### config.mk
export PLATFORM = sky130hd
export DESIGN_NAME = lcd_avalon_arbiter_flat
export DESIGN_NICKNAME = d
export VERILOG_FILES = /design/src/rtl/lcd_avalon_arbiter_if.sv /design/src/rtl/lcd_avalon_arbiter.sv /design/src/flat_wrapper.sv
export SDC_FILE = /design/constraint.sdc
export NUM_CORES = 1
export LEC_CHECK = 0
export BUFFER_PORTS_ARGS = -buffer_cell sky130_fd_sc_hd__buf_2
export CAP_MARGIN = 20
export CORE_MARGIN = 2
export CORE_UTILIZATION = 29
export DETAILED_ROUTE_END_ITERATION = 7
export GPL_ROUTABILITY_DRIVEN = 0
export PLACE_DENSITY_LB_ADDON = 0.2
export SLEW_MARGIN = 20
export SYNTH_ARGS = -nofsm -noshare
export SYNTH_HDL_FRONTEND = slang
export SYNTH_SLANG_ARGS = --single-unit
### constraint.sdc
create_clock -name clk -period 1.6 [get_ports clk]
set_input_delay 0.16 -clock clk [delete_from_list [all_inputs] [get_ports clk]]
set_output_delay 0.16 -clock clk [all_outputs]
set_load 0.02 [all_outputs]
### src/rtl/lcd_avalon_arbiter_if.sv
// Avalon-MM channel used on each side of the character-LCD arbiter (1-bit address, 8-bit data).
interface lcd_avalon_arbiter_if;
    logic       address;
    logic       chipselect;
    logic       read;
    logic       write;
    logic [7:0] writedata;
    logic       lock;
    logic [7:0] readdata;
    logic       waitrequest;

    modport master (
        output address, chipselect, read, write, writedata, lock,
        input  readdata, waitrequest
    );

    modport slave (
        input  address, chipselect, read, write, writedata, lock,
        output readdata, waitrequest
    );
endinterface

### src/rtl/lcd_avalon_arbiter.sv
// Round-robin, transaction-level arbiter sharing one LCD controller slave between two Avalon masters.
// Optional stalled-slave watchdog enabled by defining LCD_ARB_TIMEOUT_EN.
module lcd_avalon_arbiter #(
    parameter int unsigned TIMEOUT_CYCLES = 4096
) (
    input  logic                 clk,
    input  logic                 reset,
    lcd_avalon_arbiter_if.slave  m0,
    lcd_avalon_arbiter_if.slave  m1,
    lcd_avalon_arbiter_if.master s,
    output logic [1:0]           grant,
    output logic                 timeout_err
);
    // One-hot owner encoding doubles as the registered grant output.
    typedef enum logic [1:0] {
        IDLE = 2'b00,
        OWN0 = 2'b01,
        OWN1 = 2'b10
    } state_e;

    state_e state_q;
    logic   last_q;
    logic   m0_req, m1_req;
    logic   own0, own1;
    logic   abort;

    if (TIMEOUT_CYCLES < 2) begin : g_bad_timeout
        $error("TIMEOUT_CYCLES must be at least 2");
    end

    assign m0_req = m0.chipselect & (m0.read | m0.write);
    assign m1_req = m1.chipselect & (m1.read | m1.write);
    assign own0   = (state_q == OWN0);
    assign own1   = (state_q == OWN1);
    assign grant  = state_q;

    // Strobes derive from the asynchronously reset state, so reset drops them immediately.
    assign s.address    = own1 ? m1.address   : m0.address;
    assign s.writedata  = own1 ? m1.writedata : m0.writedata;
    assign s.chipselect = (own0 & m0.chipselect) | (own1 & m1.chipselect);
    assign s.read       = (own0 & m0.read)       | (own1 & m1.read);
    assign s.write      = (own0 & m0.write)      | (own1 & m1.write);
    assign s.lock       = 1'b0;

    assign m0.waitrequest = own0 ? (s.waitrequest & ~abort) : 1'b1;
    assign m1.waitrequest = own1 ? (s.waitrequest & ~abort) : 1'b1;
    assign m0.readdata    = (own0 & abort) ? 8'h00 : s.readdata;
    assign m1.readdata    = (own1 & abort) ? 8'h00 : s.readdata;

`ifdef LCD_ARB_TIMEOUT_EN
    localparam int unsigned     CntW    = $clog2(TIMEOUT_CYCLES) + 1;
    localparam logic [CntW-1:0] CntLast = CntW'(TIMEOUT_CYCLES - 1);

    logic [CntW-1:0] cnt_q;
    logic            stall;

    assign stall       = ((own0 & m0_req) | (own1 & m1_req)) & s.waitrequest;
    assign abort       = stall & (cnt_q == CntLast);
    assign timeout_err = abort;

    always_ff @(posedge clk or posedge reset) begin
        if (reset) begin
            cnt_q <= '0;
        end else if (stall && !abort) begin
            cnt_q <= cnt_q + 1'b1;
        end else begin
            cnt_q <= '0;
        end
    end
`else
    assign abort       = 1'b0;
    assign timeout_err = 1'b0;
`endif

    // NOTE: state flops use non-blocking assignments so every branch sees pre-edge values.
    always_ff @(posedge clk or posedge reset) begin
        if (reset) begin
            state_q <= IDLE;
            last_q  <= 1'b1;
        end else begin
            case (state_q)
                IDLE: begin
                    if (m0_req && (!m1_req || last_q)) begin
                        state_q <= OWN0;
                    end else if (m1_req) begin
                        state_q <= OWN1;
                    end
                end
                OWN0: begin
                    if (abort) begin
                        state_q <= IDLE;
                        last_q  <= 1'b0;
                    end else if (m0_req && !s.waitrequest) begin
                        last_q <= 1'b0;
                        if (!m0.lock) state_q <= IDLE;
                    end else if (!m0_req && !m0.lock) begin
                        state_q <= IDLE;
                    end
                end
                OWN1: begin
                    if (abort) begin
                        state_q <= IDLE;
                        last_q  <= 1'b1;
                    end else if (m1_req && !s.waitrequest) begin
                        last_q <= 1'b1;
                        if (!m1.lock) state_q <= IDLE;
                    end else if (!m1_req && !m1.lock) begin
                        state_q <= IDLE;
                    end
                end
                default: state_q <= IDLE;
            endcase
        end
    end
endmodule

### src/flat_wrapper.sv
// flat-port wrapper written by rule: the top's interface ports become plain ports
module lcd_avalon_arbiter_flat 
#(
    parameter int unsigned TIMEOUT_CYCLES = 4096
)
  (clk, reset, grant, timeout_err, m0_address, m0_chipselect, m0_read, m0_write, m0_writedata, m0_lock, m0_readdata, m0_waitrequest, m1_address, m1_chipselect, m1_read, m1_write, m1_writedata, m1_lock, m1_readdata, m1_waitrequest, s_address, s_chipselect, s_read, s_write, s_writedata, s_lock, s_readdata, s_waitrequest);
  lcd_avalon_arbiter_if m0_i ();
  lcd_avalon_arbiter_if m1_i ();
  lcd_avalon_arbiter_if s_i ();
  input  logic clk;
  input  logic reset;
  output logic [1:0] grant;
  output logic timeout_err;
  input wire logic [$bits(m0_i.address)-1:0] m0_address;
  input wire logic [$bits(m0_i.chipselect)-1:0] m0_chipselect;
  input wire logic [$bits(m0_i.read)-1:0] m0_read;
  input wire logic [$bits(m0_i.write)-1:0] m0_write;
  input wire logic [$bits(m0_i.writedata)-1:0] m0_writedata;
  input wire logic [$bits(m0_i.lock)-1:0] m0_lock;
  output wire logic [$bits(m0_i.readdata)-1:0] m0_readdata;
  output wire logic [$bits(m0_i.waitrequest)-1:0] m0_waitrequest;
  input wire logic [$bits(m1_i.address)-1:0] m1_address;
  input wire logic [$bits(m1_i.chipselect)-1:0] m1_chipselect;
  input wire logic [$bits(m1_i.read)-1:0] m1_read;
  input wire logic [$bits(m1_i.write)-1:0] m1_write;
  input wire logic [$bits(m1_i.writedata)-1:0] m1_writedata;
  input wire logic [$bits(m1_i.lock)-1:0] m1_lock;
  output wire logic [$bits(m1_i.readdata)-1:0] m1_readdata;
  output wire logic [$bits(m1_i.waitrequest)-1:0] m1_waitrequest;
  output wire logic [$bits(s_i.address)-1:0] s_address;
  output wire logic [$bits(s_i.chipselect)-1:0] s_chipselect;
  output wire logic [$bits(s_i.read)-1:0] s_read;
  output wire logic [$bits(s_i.write)-1:0] s_write;
  output wire logic [$bits(s_i.writedata)-1:0] s_writedata;
  output wire logic [$bits(s_i.lock)-1:0] s_lock;
  input wire logic [$bits(s_i.readdata)-1:0] s_readdata;
  input wire logic [$bits(s_i.waitrequest)-1:0] s_waitrequest;
  assign m0_i.address = m0_address;
  assign m0_i.chipselect = m0_chipselect;
  assign m0_i.read = m0_read;
  assign m0_i.write = m0_write;
  assign m0_i.writedata = m0_writedata;
  assign m0_i.lock = m0_lock;
  assign m0_readdata = m0_i.readdata;
  assign m0_waitrequest = m0_i.waitrequest;
  assign m1_i.address = m1_address;
  assign m1_i.chipselect = m1_chipselect;
  assign m1_i.read = m1_read;
  assign m1_i.write = m1_write;
  assign m1_i.writedata = m1_writedata;
  assign m1_i.lock = m1_lock;
  assign m1_readdata = m1_i.readdata;
  assign m1_waitrequest = m1_i.waitrequest;
  assign s_address = s_i.address;
  assign s_chipselect = s_i.chipselect;
  assign s_read = s_i.read;
  assign s_write = s_i.write;
  assign s_writedata = s_i.writedata;
  assign s_lock = s_i.lock;
  assign s_i.readdata = s_readdata;
  assign s_i.waitrequest = s_waitrequest;
  lcd_avalon_arbiter #(.TIMEOUT_CYCLES(TIMEOUT_CYCLES)) u_core (.clk(clk), .reset(reset), .m0(m0_i), .m1(m1_i), .s(s_i), .grant(grant), .timeout_err(timeout_err));
endmodule
== Yosys cells after proc, flatten, opt, wreduce, memory -nomap -nowiden ==
Index checks and enable logic that the tools add are counted.
W data, S select, Z words.
Cells by class
  bitwise gates (word level): 13
  eq/ne operators: 9
  multiplexer cells: 16
  reduce and logical (&&, ||, !) cells: 15
Operators with widths (number)
  $mux W2: 8
  $ne A3 B3 Y1 const B: 4
  $and A1 B1 Y1: 8
  $mux W8: 1
  $pmux W2 S3: 1
  $logic_and A1 B1 Y1: 5
  $logic_not A1 Y1: 5
  $mux W1: 5
  $or A1 B1 Y1: 5
  $reduce_and A5 Y1: 1
  $ne A2 B2 Y1 const B: 2
  $ne A3 B1 Y1 const B: 1
  $reduce_and A3 Y1: 1
  $eq A2 B1 Y1 const B: 1
  $eq A2 B2 Y1 const B: 1
  $logic_not A2 Y1: 1
  $pmux W1 S2: 1
  $reduce_bool A2 Y1: 1
  $logic_or A1 B1 Y1: 1
Storage, ports and cells
  flip-flop bits (word level): 3
  logic and storage cells: 55
  output and inout bits: 34

== Depth between registers and ports, before layout ==
Gate-level depths: netlist of the first run.
  depth after elaboration: 7
  gate-level depth with buffers: 4
  mapped depth without buffers: 3

== Worst setup path after synthesis of the first run ==
OpenSTA, ideal clock, no wires.
  kind: register -> output
  start point: reg u_core.state_q[1], in the netlist u_core.grant[1]
  end point: out s_writedata[0]
  data arrival time: 1295 ps
  path buffers: 2
  slack: 145 ps
  cell stages (with the launch flop): 5
  data required time: 1440 ps
  cells stage by stage: dfrtp_1 -> nor2b_1 -> buf_6 -> buf_6 -> mux2_4
On the way
  longest elaborated chain between the ends: 2
RTL lines
  start, declared: RTL line lcd_avalon_arbiter.sv:21  | state_e state_q;
  start signal, assigned: RTL line lcd_avalon_arbiter.sv:78  | state_q <= IDLE;
  start signal, assigned: RTL line lcd_avalon_arbiter.sv:84  | state_q <= OWN0;
  start signal, assigned: RTL line lcd_avalon_arbiter.sv:86  | state_q <= OWN1;
  $eq A2 B2 Y1: RTL line lcd_avalon_arbiter.sv:34  | assign own1 = (state_q == OWN1);
  $mux W8: RTL line lcd_avalon_arbiter.sv:39  | assign s.writedata = own1 ? m1.writedata : m0.writedata;
  end, declared: RTL line flat_wrapper.sv:34  | output wire logic [$bits(s_i.writedata)-1:0] s_writedata;
Every way passes these cells.

== Worst setup path after layout of the first run ==
  start point: reg u_core.state_q[1], in the netlist u_core.grant[1]
  end point: out s_read
On the way
  longest elaborated chain between the ends: 3
  elaborated cells on any way between the ends: 5
  classes of those cells: eq/ne: 2; bitwise: 3
RTL lines
  $eq A2 B1 Y1 or $eq A2 B2 Y1 (tied branches): RTL line lcd_avalon_arbiter.sv:33, lcd_avalon_arbiter.sv:34
  $and A1 B1 Y1: RTL line lcd_avalon_arbiter.sv:41  | assign s.read = (own0 & m0.read) | (own1 & m1.read);
  $or A1 B1 Y1 (*): RTL line lcd_avalon_arbiter.sv:41
  end, declared: RTL line flat_wrapper.sv:32  | output wire logic [$bits(s_i.read)-1:0] s_read;
Mark *: on every way between the ends. The rest lies on a longest branch, timed or not.

==> key figures, run 1 <==
Logic synthesis
  – FF+latch count, synth: 3
  – Synthesized instance count: 57
  – Synth Flop Type: dfrtp_1
  – Post-synth cell types: 22
  – Top area cells in the synthesized netlist: buf_4 (27%), mux2_4 (15%), dfrtp_1 (10%)
  – EDFF count, synth: 0
  – Post-synthesis async set-or-reset flop share: 100%
  – Synth warn: 0
  – Syn_area_per_cell: 8.82 um2
  – Seq/Total Area, Yosys: 15.2%
  – Post-synth top cells: buf_4 (18), mux2_4 (5), mux2_2 (4)
  – Post-synth top area cell: buf_4
  – Cell Area, Synth: 503 um2
  – Yosys top cell area share: 26.9%
  – Top-count cell post-synth: buf_4

Global route
  – Vias in the first global route: 422
  – Largest net degree at the start of global routing: 8
  – Total gr overflow: 0
  – First-pass GRT wire length: 1680 um
  – GRT Total Usage: 11.0%
  – Antenna violations before repair: 0

Floorplan
  – Overall die width: 45.6 um
  – FP Rows: 15
  – Initial Util: 30.1%
  – Die ar.: 2080 um2
  – I/O Pins: 71
  – Core box area: 1670 um2
  – Die Ht: 45.6 um

CTS
  – CTS Buffer Depth: 2
  – Clk sinks: 3
  – TritonCTS clock tree: done
  – CTS clk-pin slew, worst paths: 0.03 ns
  – Clock root cell: clkbuf_4
  – Number of H-tree levels: 1
  – Clock Latency Late Sink: 0.23 ns
  – Number of CTS-inserted buffers: 3

STA
  – Fmax: 0.641 GHz
  – Final Max Tran Viols: 0
  – RSZ-0062 raised after global routing: true
  – Period utilisation layout: 97.5%
  – Final setup vio count: 0
  – Minimum clock period: 1.56 ns
  – Post-Route Skew: 0.00179 ns
  – Worst Setup Slack, final: 0.0396 ns
  – Final-report hold violation count: 0

Route
  – Initial drt markers: 6
  – Via density: 4.61
  – Antenna viol nets, final: 0
  – Via count: 503
  – Drt total wl: 1200 um
  – DR WL/cell: 11.0 um
  – Drt first pass iters: 4
  – DRC: 0

Worst setup path
  – Cell mode on critical path: buf_4
  – Worst Setup SP: u_core.grant[1]
  – Critical-path maximum fanout: 6
  – Crit path cell chain: nor2b_2, buf_4, buf_4, a22o_2, buf_2
  – WS Path Type: reg2out
  – R2r startpoint: u_core.grant[1]
  – R2r setup slk: 0.40 ns
  – Max incr delay on CP: 0.36 ns
  – Slowest CP cell: dfrtp_1
  – Crit path DAT: 1.40 ns
  – Crit start category: flip-flop
  – Nature of the critical path endpoint: primary output
  – Worst path required time: 1.44 ns

Power and ir drop
  – Switching share of total power: 44.9%
  – Power per Cell Area: 1610 nW/um2
  – Combinational share of power: 74.3%
  – Clk pwr share: 12.2%
  – Leakage: 0.378 nW
  – Switching pwr: 481 uW
  – Maximum vdd ir drop: 0.000699 V
  – Power Internal: 590 uW
  – Seq pwr share: 13.5%

Placed design
  – Placed Area: 621 um2
  – Hpwl dp: 1050 um
  – Post-place setup slack: 0.241 ns
  – IO buf count: 44

Finish
  – Post-route cell area: 667 um2
  – Final core utilization: 39.9%
  – Synth-to-Final Area Change: 32.6%
  – Layout Nets: 130
  – Fillers: 184
  – Antenna diodes: 0
  – Share of cells above drive strength 1: 69.6%

Min path
  – Hold crit path type: in2reg
  – Hold Path Origin: m1_lock

Job
  – Max-Cap Viols: 0

Run status
  – Status: finished, final reports clean
power groups by stage:
stage | Clock (mW) | Sequential, mW | Combinational (mW)
detailed placement | 0 | 0.144 | 0.780
global placement | 0 | 0.143 | 0.775
finish | 0.131 | 0.145 | 0.796
global route | 0.144 | 0.149 | 0.852
floorplan | 0 | 0.193 | 0.574
CTS | 0.140 | 0.145 | 0.804
worst max-delay path: cells and delay by family, from the launching register on:
kind,cells,cell delay [ns]
buffers and inverters,3,0.45
AOI/OAI and AO/OA,1,0.19
DFF,1,0.36
and+or+nand+nor,1,0.16
through the flow:
stage	total power, mW	hold WS, ns	setup TNS, ns	cells
after global placement	0.918	0.0318	0	103
after CTS	1.09	0.148	0	109
after detailed placement	0.924	0.0282	0	103
final	1.07	0.157	0	109
after global routing	1.15	0.157	-0.0413	109
after floorplan	0.767	-0.0871	0	58
repair_timing:
item	4_1_cts	5_1_grt
hold buffers	1	0
buffers inserted	1	0
hold endpoints to repair	3	0
pin swaps	0	0
endpoints found under the setup margin	6	7
resized for setup	1	0
worst paths after layout:
check                      depth (start not counted)              end
setup reg to reg                                   4  u_core.grant[1]
min in group asynchronous                          3  u_core.grant[0]
hold reg to reg                                    2    u_core.last_q
setup / recovery                                   5           s_read
hold / removal                                     2  u_core.grant[1]
max in group asynchronous                          3    u_core.last_q
cells by family (layout without fill, tap and decap cells):
| group | Yosys count | after routing | synth area share (%) |
|---|---|---|---|
| multiplexers | 9 | 9 | 23.9 |
| buffers and inverters | 23 | 57 | 33.6 |
| AO/OA/AOI/OAI | 12 | 12 | 18.7 |
| AND/OR/NAND/NOR | 9 | 9 | 7.96 |
| flip-flops | 3 | 3 | 15.2 |
| other | 1 | 2 | 0.746 |
area by class of cell:
type / instances / area, um2 / share of cell area (%)
clock buffers: 4 / 26.3 / 3.94
inverters: 3 / 11.3 / 1.69
multi-input cells: 32 / 264 / 39.6
flip-flops and latches: 3 / 76.3 / 11.4
well taps: 17 / 21.3 / 3.19
repair buffers: 50 / 268 / 40.2
placed cells by master (no fill, tap or decap):
master	Yosys	final
a31oi_1	2	2
buf_4	18	5
and3_1	1	1
mux2_2	4	4
a311oi_1	1	1
o211ai_1	1	1
buf_2	0	44
clkbuf_4	0	3
o21a_1	2	2
a22o_1	2	2
conb_1	1	2
inv_1	3	3
nand3_1	1	1
o21ai_0	1	1
dfrtp_1	2	2
nor2_1	3	3
dfstp_2	1	1
a22o_2	1	1
mux2_4	5	5
nor2b_2	0	1
nand2_1	3	3
dlygate4sd3_1	0	1
a211o_1	1	1
clkbuf_1	0	1
a2111oi_0	1	1
sequential cells by signal, summed over array words and instances (netlist names):
name,cells
u_core.grant,2
u_core.last_q,1
metal layers:
layer	global-route usage, %	part of all wire, %	up-vias
met5	0	0	-
met4	3.53	0	0
met3	3.17	14	0
met2	20.3	49	31
met1	11.8	36	221
li1	-	-	251
Note: power is estimated with default switching activity, not from simulation.
==> run 2: changes to the inputs <==
Settings changed: CORE_MARGIN 2 to 1.
==> key figures, run 2 (same netlist as run 1, synthesis figures left out) <==
Finish
  – Layout Nets: 129 (-0.77%)
  – Commonest non-fill, non-tap cell in the layout: buf_2
  – Share of cells above drive strength 1: 69.2% (-0.33 points)
  – Commonest non-fill, non-tap cells in the layout: buf_2 (44), mux2_4 (5), mux2_2 (4)
  – Fin cells: 107 (-1.8%)
  – Synth-to-Final Area Change: 31.6%
  – Max FFs per register: 2 (unchanged)
  – Fillers: 165 (-10%)
  – Antenna diodes: 0 (unchanged)

Power and ir drop
  – Power per Cell Area: 1600 nW/um2 (-0.65%)
  – Switching pwr: 473 uW (-1.7%)
  – Seq pwr share: 13.9% (+0.4 points)
  – Switching share of total power: 44.8% (-0.14 points)
  – Maximum vdd ir drop: 0.000573 V (-18%)
  – Combinational share of power: 74.1% (-0.2 points)
  – Clk pwr share: 12.0% (-0.2 points)
  – Power Internal: 583 uW (-1.1%)
  – Leakage: 0.373 nW (-1.1%)

Floorplan
  – Core box area: 1560 um2 (-6.7%)
  – Overall die width: 43.6 um (-4.4%)
  – Initial Util: 32.3% (+2.2 points)
  – Die Ht: 43.6 um (-4.4%)
  – Die ar.: 1900 um2 (-8.6%)
  – I/O Pins: 71 (unchanged)
  – FP Rows: 14 (-1)

Worst setup path
  – CP Depth: 4 (-1)
  – Nature of the critical path endpoint: primary output
  – R2r startpoint: u_core.grant[1]
  – Delay-heaviest family, CP: flip-flops
  – Crit path cell chain: nor2b_2, buf_4, mux2_2, buf_2
  – R2r setup slk: 0.40 ns (about the same)
  – Critical-path maximum fanout: 4 (-2)
  – R2R Path End: u_core.grant[1]
  – Worst Setup SP: u_core.grant[0]
  – Crit path buffers/inverters: 2 (-1)
  – WS Path Type: reg2out
  – Max incr delay on CP: 0.37 ns (about the same)
  – Slowest CP cell: dfrtp_1
  – R2R depth: 4 (unchanged)
  – Crit start category: flip-flop
  – Critical path destination: s_writedata[2]
  – Worst path required time: 1.44 ns (about the same)
  – Crit path DAT: 1.38 ns (-0.02 ns)

Route
  – DR WL/cell: 10.6 um (-4.0%)
  – Drt first pass iters: 6 (+2)
  – Top Metal Used: met3
  – Via density: 4.62 (about the same)
  – Via count: 494 (-1.8%)
  – Antenna viol nets, final: 0 (unchanged)
  – Routed wl met2: 497 um (-16%)
  – Wl on met1: 418 um (-3.2%)
  – DR WL met3: 212 um (+23%)
  – DRC: 7 (+7)
  – Drt total wl: 1130 um (-5.8%)
  – Initial drt markers: 12 (+6)

Global route
  – First-pass GRT wire length: 1720 um (+2.5%)
  – Largest net degree at the start of global routing: 12 (+4)
  – Vias in the first global route: 440 (+4.3%)
  – GRT Total Usage: 12.3% (+1.3 points)
  – Total gr overflow: 0 (unchanged)
  – Antenna violations before repair: 0 (unchanged)

STA
  – Worst Setup Slack, final: 0.0649 ns (+0.0253 ns)
  – Period utilisation layout: 95.9% (-1.6 points)
  – Fmax: 0.651 GHz (+1.6%)
  – Final-report hold violation count: 0 (unchanged)
  – Minimum clock period: 1.54 ns (-0.0253 ns)
  – Final Max Tran Viols: 0 (unchanged)
  – Post-Route Skew: 0.000662 ns (-0.00113 ns)
  – Final setup vio count: 0 (unchanged)

Placed design
  – IO buf count: 44 (unchanged)
  – Post-place setup slack: 0.260 ns (+0.0189 ns)
  – Placed cell count: 102 (-0.97%)
  – Hpwl dp: 951 um (-9.5%)

CTS
  – Clk sinks: 3 (unchanged)
  – TritonCTS clock tree: done
  – CTS clk-pin slew, worst paths: 0.03 ns (about the same)
  – Clock root cell: clkbuf_4
  – Post-CTS setup buffer count: 0 (-1)
  – Number of H-tree levels: 1 (unchanged)
  – Number of CTS-inserted buffers: 3 (unchanged)
  – CTS Buffer Depth: 2 (unchanged)
  – Clock Latency Late Sink: 0.23 ns (about the same)

Run status
  – Status: complete, but fails checks
  – Failing checks: design-rule violations

Job
  – Max-Cap Viols: 0 (unchanged)

Min path
  – Hold crit path type: in2reg
## run 2: worst min-delay path by stage
stage             from               to  slack (ns)  cells past startpoint
2_1_floorplan    reset  u_core.grant[0]       -0.09                      1
3_3_place_gp     reset  u_core.grant[1]        0.03                      2
3_5_place_dp     reset  u_core.grant[0]        0.03                      2
4_1_cts        m1_lock  u_core.grant[1]        0.17                      2
5_1_grt        m1_lock  u_core.grant[1]        0.18                      2
6_report       m1_lock  u_core.grant[1]        0.17                      2
## run 2: final cells by class
class	instances	area [um2]	area share, %
Multi-Input combinational cell	32	264	39.9
Tap cell	16	20.0	3.02
Clock buffer	4	26.3	3.97
Sequential cell	3	76.3	11.5
Inverter	3	11.3	1.70
Timing Repair Buffer	49	264	39.9
## run 2: repair_timing
item	in CTS	in global routing
endpoints found under the hold margin	3	0
setup endpoints to repair	0	6
resized for setup	0	2
hold buffers	1	0
## run 2: routing by layer
layer | track usage, % | vias to the layer above
li1 | - | 248
met1 | 13.4 | 212
met2 | 20.0 | 34
met3 | 2.92 | 0
met4 | 10.0 | 0
met5 | 0 | -
## run 2: per-stage QoR
stage / hold slack (ns) / total power, mW / area [um2] / TNS, ns / utilization (%)
detailed placement: 0.0330 / 0.919 / 619 / 0 / 39.7
finish: 0.168 / 1.06 / 662 / 0 / 42.5
CTS: 0.169 / 1.06 / 656 / 0 / 42.1
global route: 0.185 / 1.14 / 662 / -0.00920 / 42.5
floorplan: -0.0871 / 0.767 / 507 / 0 / -
global placement: 0.0285 / 0.914 / 619 / 0 / 39.7
## run 2: power groups by stage
stage	logic [mW]	clock network [mW]	registers, mW
after global placement	0.770	0	0.144
after floorplan	0.574	0	0.193
after CTS	0.778	0.134	0.145
after detailed placement	0.775	0	0.145
after global routing	0.845	0.143	0.154
final	0.783	0.127	0.147
==> run 3: changes to the inputs <==
Settings changed: CORE_UTILIZATION 29 to 31, CTS_BUF_LIST set to sky130_fd_sc_hd__clkbuf_8.
==> key figures, run 3 (same netlist as run 1, synthesis figures left out) <==
Run status
  – Status: finished, final reports clean

Power and ir drop
  – Power Internal: 645 uW (+11%)
  – Leakage: 0.384 nW (+2.9%)
  – Seq pwr share: 13.0% (-0.9 points)
  – Switching share of total power: 43.1% (-1.7 points)
  – Switching pwr: 489 uW (+3.4%)
  – Power per Cell Area: 1680 nW/um2 (+5.0%)
  – Maximum vdd ir drop: 0.000872 V (+52%)
  – Combinational share of power: 68.4% (-5.7 points)
  – Clk pwr share: 18.6% (+6.6 points)

Route
  – Via count: 505 (+2.2%)
  – Antenna viol nets, final: 0 (unchanged)
  – DR WL/cell: 10.7 um (+1.7%)
  – DRC: 0 (-7)
  – Drt total wl: 1150 um (+1.7%)
  – Initial drt markers: 12 (unchanged)
  – Drt first pass iters: 4 (-2)
  – Via density: 4.72 (+2.2%)

Finish
  – Max FFs per register: 2 (unchanged)
  – Commonest non-fill, non-tap cells in the layout: buf_2 (44), mux2_4 (5), inv_1 (4), mux2_2 (4), buf_4 (4)
  – Commonest non-fill, non-tap cell in the layout: buf_2
  – Synth-to-Final Area Change: 34.6%
  – Layout Nets: 129 (unchanged)
  – Fin cells: 107 (unchanged)
  – Post-route cell area: 677 um2 (+2.3%)
  – Antenna diodes: 0 (unchanged)
  – Share of cells above drive strength 1: 69.2% (unchanged)

Global route
  – Grt met3 use: 5.17% (+2.3 points)
  – First-pass GRT wire length: 1730 um (+0.76%)
  – GRT Total Usage: 12.4% (+0.17 points)
  – Top Usage Layer GRT: met2
  – Grt met1 use: 16.1% (+2.7 points)
  – Largest net degree at the start of global routing: 9 (-3)
  – Vias in the first global route: 433 (-1.6%)
  – Total gr overflow: 0 (unchanged)
  – Met2 usage: 17.8% (-2.2 points)
  – Antenna violations before repair: 0 (unchanged)

Worst setup path
  – Delay-heaviest family, CP: flip-flops
  – Crit path DAT: 1.36 ns (-0.02 ns)
  – Crit start category: flip-flop
  – Crit path cell chain: nor2b_2, buf_4, mux2_2, buf_2
  – Worst Setup SP: u_core.grant[0]
  – Slowest CP cell: dfrtp_1
  – WS Path Type: reg2out
  – CP Depth: 4 (unchanged)
  – Nature of the critical path endpoint: primary output
  – R2R depth: 3 (-1)
  – R2R Path End: u_core.grant[1]
  – R2r startpoint: u_core.grant[1]
  – Worst path required time: 1.44 ns (about the same)
  – Max incr delay on CP: 0.38 ns (about the same)
  – R2r setup slk: 0.39 ns (about the same)
  – Critical-path maximum fanout: 7 (+3)
  – Critical path destination: s_writedata[3]
  – Crit path buffers/inverters: 2 (unchanged)

STA
  – RSZ-0062 raised after global routing: false
  – Slew Limit Headroom: 66.2%
  – Worst Tran Pin Value: 0.494 ns
  – Final-report hold violation count: 0 (unchanged)
  – Period utilisation layout: 95.1% (-0.82 points)
  – TNS Setup: 0 ns (unchanged)
  – Hold Slack: 0.170 ns (+0.00251 ns)
  – Post-Route Skew: 0.000170 ns (-0.000492 ns)
  – Final setup vio count: 0 (unchanged)
  – Final Max Tran Viols: 0 (unchanged)
  – Worst Setup Slack, final: 0.0780 ns (+0.0130 ns)
  – Fmax: 0.657 GHz (+0.86%)
  – Minimum clock period: 1.52 ns (-0.0130 ns)

CTS
  – Clock Latency Late Sink: 0.21 ns (-0.02 ns)
  – Number of H-tree levels: 1 (unchanged)
  – Number of CTS-inserted buffers: 3 (unchanged)
  – CTS clk-pin slew, worst paths: 0.03 ns (about the same)
  – TritonCTS clock tree: done
  – Clk sinks: 3 (unchanged)
  – Clock root cell: clkbuf_8
  – CTS Buffer Depth: 2 (unchanged)

Floorplan
  – FP Rows: 14 (unchanged)
  – Core box area: 1510 um2 (-3.4%)
  – Die ar.: 1790 um2 (-6.2%)
  – Initial Util: 33.4% (+1.1 points)
  – Overall die width: 42.3 um (-3.1%)
  – I/O Pins: 71 (unchanged)
  – Die Ht: 42.3 um (-3.1%)

Placed design
  – Hpwl dp: 943 um (-0.79%)
  – Placed Area: 619 um2 (unchanged)
  – Post-place setup slack: 0.269 ns (+0.00915 ns)
  – Placed cell count: 102 (unchanged)
  – IO buf count: 44 (unchanged)

Min path
  – Hold crit path type: in2reg
  – Hold path cells: 2 (unchanged)

Job
  – Max-Cap Viols: 0 (unchanged)
==> run 3: changes by cell type in the layout (fill, tap and decap cells not counted), sizes merged <==
cell,change
clkbuf,-1
inv,+1
==> run 3: worst min path at each step <==
stage,end,from,slack (ns)
3_5_place_dp,u_core.grant[1],reset,0.03
4_1_cts,u_core.grant[1],m1_lock,0.17
5_1_grt,u_core.grant[1],m1_lock,0.17
2_1_floorplan,u_core.grant[0],reset,-0.09
6_report,u_core.grant[1],m1_lock,0.17
3_3_place_gp,u_core.grant[1],reset,0.03
==> run 3: per-layer routing <==
layer	vias up	share of wire, %
li1	246	-
met1	218	40
met2	41	44
met3	0	16
met4	0	0
met5	-	0
==> run 3: per-stage QoR <==
step	power (mW)	utilization, %
final	1.13	44.9
after global routing	1.20	44.9
after CTS	1.14	44.8
after detailed placement	0.916	41.1
after global placement	0.915	41.1
after floorplan	0.767	-
==> run 3: what timing repair did <==
action | CTS | global route
setup endpoints to repair | 0 | 5
endpoints found under the hold margin | 3 | 0
hold buffers | 1 | 0
gates resized for setup | 0 | 1
setup buffers | 0 | 0
==> run 3: power by group through the flow <==
stage,clock [mW],combinational (mW),sequential [mW]
4_1_cts,0.218,0.774,0.144
3_3_place_gp,0,0.770,0.145
3_5_place_dp,0,0.771,0.145
5_1_grt,0.226,0.829,0.149
6_report,0.211,0.776,0.147
2_1_floorplan,0,0.574,0.193
==> run 3: final cells by class <==
class	count	area (um2)
fill	159	830
sequential	3	76.3
tap	16	20.0
clock buffer	3	41.3
timing repair buffer	49	260
inverter	3	11.3
multi-input combinational	32	264
clock inverter	1	3.75
==> run 3: worst reg2reg max path: stages (launching register included) <==
cell and delay (ns):
dfrtp_1 0.36, buf_4 0.15, a2111oi_0 0.46, a211o_1 0.17
